File: src/rtl/idct_pkg.sv
// Shared types, default widths, cosine table and output rounding for the 8-point 1-D IDCT.
package idct_pkg;

    typedef enum logic [1:0] {
        LOAD = 2'd0,
        MAC  = 2'd1,
        EMIT = 2'd2
    } state_t;

    localparam int IDCT_COEF_W = 16;
    localparam int IDCT_FRAC   = 14;

    // Entry [8*k + n] = round(2^14 * c(n)/2 * cos((2k+1)*n*pi/16)).
    localparam logic signed [IDCT_COEF_W-1:0] COS_TABLE [64] = '{
        16'sd5793,  16'sd8035,  16'sd7568,  16'sd6811,  16'sd5793,  16'sd4551,  16'sd3135,  16'sd1598,
        16'sd5793,  16'sd6811,  16'sd3135, -16'sd1598, -16'sd5793, -16'sd8035, -16'sd7568, -16'sd4551,
        16'sd5793,  16'sd4551, -16'sd3135, -16'sd8035, -16'sd5793,  16'sd1598,  16'sd7568,  16'sd6811,
        16'sd5793,  16'sd1598, -16'sd7568, -16'sd4551,  16'sd5793,  16'sd6811, -16'sd3135, -16'sd8035,
        16'sd5793, -16'sd1598, -16'sd7568,  16'sd4551,  16'sd5793, -16'sd6811, -16'sd3135,  16'sd8035,
        16'sd5793, -16'sd4551, -16'sd3135,  16'sd8035, -16'sd5793, -16'sd1598,  16'sd7568, -16'sd6811,
        16'sd5793, -16'sd6811,  16'sd3135,  16'sd1598, -16'sd5793,  16'sd8035, -16'sd7568,  16'sd4551,
        16'sd5793, -16'sd8035,  16'sd7568, -16'sd6811,  16'sd5793, -16'sd4551,  16'sd3135, -16'sd1598
    };

    // Round half up, arithmetic shift, then clamp to the signed output range
    // or, for pixel reconstruction, level-shift by 128 and clamp to 0..255.
    function automatic longint sat_round(input longint acc, input int frac,
                                         input int out_w, input bit level_shift);
        longint v;
        longint lo;
        longint hi;
        v = (acc + (64'sd1 <<< (frac - 1))) >>> frac;
        if (level_shift) begin
            v  = v + 64'sd128;
            lo = 64'sd0;
            hi = 64'sd255;
        end else begin
            lo = -(64'sd1 <<< (out_w - 1));
            hi = (64'sd1 <<< (out_w - 1)) - 64'sd1;
        end
        if (v < lo) v = lo;
        if (v > hi) v = hi;
        return v;
    endfunction

endpackage

File: src/rtl/idct8_cos_rom.sv
// Combinational cosine lookup C[k][n] for the IDCT MAC.
module idct8_cos_rom
    import idct_pkg::*;
(
    input  logic [2:0]                    k,
    input  logic [2:0]                    n,
    output logic signed [IDCT_COEF_W-1:0] coef
);

    assign coef = COS_TABLE[{k, n}];

endmodule

File: src/rtl/idct8_1d.sv
// Streaming 8-point 1-D IDCT with one time-multiplexed MAC.
// Define IDCT_LEVEL_SHIFT_EN to emit clamp(x+128, 0, 255) pixels instead of signed samples.
module idct8_1d
    import idct_pkg::*;
#(
    parameter int IN_W   = 12,
    parameter int OUT_W  = 9,
    parameter int COEF_W = IDCT_COEF_W,
    parameter int FRAC   = IDCT_FRAC,
    parameter int ACC_W  = IN_W + COEF_W + 3
) (
    input  logic                    clk,
    input  logic                    rst_n,
    input  logic                    in_valid,
    output logic                    in_ready,
    input  logic signed [IN_W-1:0]  in_data,
    output logic                    out_valid,
    input  logic                    out_ready,
    output logic signed [OUT_W-1:0] out_data,
    output logic                    out_last
);

`ifdef IDCT_LEVEL_SHIFT_EN
    localparam bit LEVEL_SHIFT = 1'b1;
`else
    localparam bit LEVEL_SHIFT = 1'b0;
`endif

    state_t                        state;
    state_t                        state_nx;
    logic                          armed;
    logic [2:0]                    n_idx;
    logic [2:0]                    k_idx;
    logic signed [IN_W-1:0]        x_reg [8];
    logic signed [ACC_W-1:0]       acc;
    logic signed [IDCT_COEF_W-1:0] rom_coef;
    logic signed [COEF_W-1:0]      coef;
    logic signed [IN_W+COEF_W-1:0] prod;
    longint                        sample;
    logic                          accept;

    idct8_cos_rom u_rom (
        .k    (k_idx),
        .n    (n_idx),
        .coef (rom_coef)
    );

    assign coef   = COEF_W'(rom_coef);
    assign prod   = x_reg[n_idx] * coef;
    assign accept = in_valid && in_ready;

    // in_ready stays low for the first cycle out of reset so LOAD starts on the first edge.
    assign in_ready  = armed && (state == LOAD);
    assign out_valid = (state == EMIT);
    assign out_last  = out_valid && (k_idx == 3'd7);
    assign sample    = sat_round(longint'(acc), FRAC, OUT_W, LEVEL_SHIFT);
    assign out_data  = out_valid ? sample[OUT_W-1:0] : '0;

    always_comb begin
        state_nx = state;
        case (state)
            LOAD: if (accept && n_idx == 3'd7) state_nx = MAC;
            MAC:  if (n_idx == 3'd7) state_nx = EMIT;
            EMIT: if (out_ready) state_nx = (k_idx == 3'd7) ? LOAD : MAC;
            default: state_nx = LOAD;
        endcase
    end

    always_ff @(posedge clk or negedge rst_n) begin
        if (!rst_n) begin
            state <= LOAD;
            armed <= 1'b0;
            n_idx <= 3'd0;
            k_idx <= 3'd0;
            acc   <= '0;
            for (int i = 0; i < 8; i++) x_reg[i] <= '0;
        end else begin
            armed <= 1'b1;
            state <= state_nx;
            case (state)
                LOAD: begin
                    if (accept) begin
                        x_reg[n_idx] <= in_data;
                        n_idx        <= n_idx + 3'd1;
                        k_idx        <= 3'd0;
                        acc          <= '0;
                    end
                end
                MAC: begin
                    acc   <= acc + ACC_W'(prod);
                    n_idx <= n_idx + 3'd1;
                end
                EMIT: begin
                    // acc is left untouched while stalled so out_data holds.
                    if (out_ready && k_idx != 3'd7) begin
                        k_idx <= k_idx + 3'd1;
                        acc   <= '0;
                    end
                end
                default: ;
            endcase
        end
    end

endmodule
File: config.mk
export PLATFORM = sky130hd
export DESIGN_NAME = idct8_1d
export DESIGN_NICKNAME = d
export VERILOG_FILES = /design/src/rtl/idct_pkg.sv /design/src/rtl/idct8_cos_rom.sv /design/src/rtl/idct8_1d.sv
export SDC_FILE = /design/constraint.sdc
export NUM_CORES = 1
export LEC_CHECK = 0
export CAP_MARGIN = 20
export CORE_MARGIN = 2
export CORE_UTILIZATION = 65
export CTS_BUF_LIST = sky130_fd_sc_hd__clkbuf_16
export DETAILED_ROUTE_END_ITERATION = 16
export PLACE_DENSITY = 0.83
export SETUP_SLACK_MARGIN = 0.3
export SLEW_MARGIN = 15
export SYNTH_ARGS = -nofsm -noshare
export SYNTH_HDL_FRONTEND = slang
export SYNTH_SLANG_ARGS = --single-unit
export TNS_END_PERCENT = 20
File: constraint.sdc
create_clock -name clk -period 17.75 [get_ports clk]
set_input_delay 1.775 -clock clk [delete_from_list [all_inputs] [get_ports clk]]
set_output_delay 1.775 -clock clk [all_outputs]
set_load 0.01 [all_outputs]
==> results.ini <==
[outcome]
outcome=finished, final reports clean

[synthesis]
ys_types=76
synthTopCellsByArea=fa_1, dfrtp_1, ha_1, mux2_2, inv_1
syn-cell-area_um2=15860
avgSynthCellArea_um2=9.895
synth-seq-area-share_pct=21.46
synth_nets=1926
postSynthCellCount=1603
synth_top_cell_by_area=fa_1
netlist.area_leader.share_pct=25.87
ys_async_sr_fraction_pct=100.0
synthFlopType=dfrtp_1
synth_edf_count=0
ys.warnings.count=0
synth_seq_cells=136

[clocking]
clkTransAtPathRegs_ns=0.08
cts_made_buffers=17
post-cts-setup-buffers=0
cts_root_buffer=clkbuf_16
htree_levels=4
cts_resized=0
tritoncts=yes
cts_hold_buf=0
clkLatencyLatePin_ns=0.44
clockBufferDepth=2
cts.sinks=136

[worst_setup_path]
cp.arrival_ns=9.20
startpoint_type=register
reg2reg_slack_ns=8.90
path_max_fanout=22
critPathCaptureType=register
crit_type=reg -> reg
crit_required_ns=18.10

[timing]
min_period_ns=8.853
slew_headroom_pct=27.63
worstMarginPinSlew_ns=1.076
setup_viol=0
finalMaxSlewViolations=0
setup_tns_ns=0
fin_worst_skew_ns=0.02086
fmax_mhz=113.0
finalHoldViolations=0
min_period_over_period_pct=49.87
rsz0062_at_grt=no

[routing]
drt-met1-wl_um=15250
drt_wl_total_um=40360
met3WireLength_um=3158
post-route-drc-count=0
vias_per_cell=6.298
top_layer=met4
drtPass1Iterations=6
wl_met2_um=19660
vias=12120
antenna_left=0
routedWlPerCell_um=20.97
drt_iter0_markers=1110

[place]
place.gp.congestion=0.9264
portBuffers=27
dp_hpwl_um=29010

[cells_and_area]
drive_gt1_share_pct=13.12
final_common_cell=inv_1
largest_reg_flops=96
fillCellCount=1724
diodes=0
nNetsFinal=1911
mostFrequentLayoutCells=inv_1, fa_1, nand2_1
area_growth_pct=6.658

[die]
pin_count=28
start_util_pct=65.80
die_h_um=160.2
coreArea_um2=24110
row_count=57
die_area_um2=25670
die_w_um=160.2

[global_routing]
gr-total-overflow=0
grt_antenna_before_repair=0
grt_pass1_vias=12820
grt_pass1_wl_um=66510
grt_max_degree=81
grt_use_total_pct=33.31

[job]
maxCapViolations=0

[worst_hold_path]
min_path_type=reg -> reg

kinds of logic (layout without fill, tap and decap cells):
kind of cell,after synthesis,count (layout),share of synthesized area [%]
AO/OA/AOI/OAI,247,247,10.15
adder cells (fa/ha/maj),307,307,33.92
AND/OR/NAND/NOR,417,417,12.37
flip-flops,136,136,21.46
other,1,1,0.02364
multiplexers,143,143,11.92
XOR/XNOR,38,38,2.098
buffers and inverters,314,312,8.062
cells in the mapped netlist (16+ instances only):
| cell | n |
|---|---|
| nor2_1 | 117 |
| mux4_2 | 26 |
| a21oi_1 | 53 |
| fa_1 | 205 |
| o21ai_0 | 67 |
| dfrtp_1 | 136 |
| a211oi_1 | 20 |
| nand2_1 | 152 |
| xnor2_1 | 27 |
| ha_1 | 102 |
| and2_1 | 20 |
| buf_2 | 35 |
| mux2_2 | 98 |
| a21o_1 | 20 |
| nand3_1 | 29 |
| nand2b_1 | 25 |
| mux2i_1 | 16 |
| clkbuf_1 | 29 |
| inv_1 | 231 |
stage by stage:
step	util (%)	cells	setup WS [ns]	hold slack [ns]	instance area [µm²]
after floorplan	-	1603	10.16	0.4498	15860
after global placement	67.42	1890	8.871	0.4674	16250
after detailed placement	67.47	1891	8.552	0.4793	16260
after CTS	69.97	1923	8.465	0.4978	16870
after global routing	70.18	1925	8.355	0.5180	16920
final	70.18	1925	8.897	0.4939	16920
routing by layer:
metal  up-vias  track usage, %
met3       158           7.429
met2       578           54.25
met5         -               0
met4         0           17.12
met1      6115           42.20
li1       5272               -
final timing paths:
kind	cells past startpoint	to	from
max in group asynchronous	3	acc[8]$_DFFE_PN0P_	rst_n
min	2	acc[9]$_DFFE_PN0P_	acc[9]$_DFFE_PN0P_
max reg2reg	25	acc[27]$_DFFE_PN0P_	n_idx[0]$_DFFE_PN0P_
max	25	acc[27]$_DFFE_PN0P_	n_idx[0]$_DFFE_PN0P_
min reg2reg	2	acc[9]$_DFFE_PN0P_	acc[9]$_DFFE_PN0P_
min in group asynchronous	1	x_reg[16]$_DFFE_PN0P_	rst_n
final cells by class:
type                    count  area (µm²)  share of cell area, %
repair buffers             44       435.4                  2.574
clock buffers              17       425.4                  2.515
multi-input cells        1153       11180                  66.10
flip-flops and latches    136        3406                  20.13
inverters                 236       885.9                  5.236
clock inverters            15       177.7                  1.050
well taps                 324       405.4                  2.396
worst max-delay path: stages, from the launching register on:
cell and delay (ns):
dfrtp_2 0.65, buf_12 0.26, clkinv_1 0.30, ha_1 0.70
nand2_1 0.20, a41oi_1 0.24, o21ai_0 0.10, mux2i_1 0.76
nand2_1 0.18, fa_1 0.53, fa_1 0.49, inv_1 0.06
fa_1 0.52, fa_1 0.52, fa_1 0.55, inv_1 0.06
fa_1 0.51, inv_1 0.04, ha_1 0.36, nand2_1 0.10
o21ai_0 0.11, o31ai_1 0.35, o211ai_2 0.27, o21a_1 0.31
a211oi_1 0.31, mux2i_1 0.24
Power is left out: the tool's default activity adds up to more than one toggle a clock period on the data nets, which glitch-free logic cannot reach.
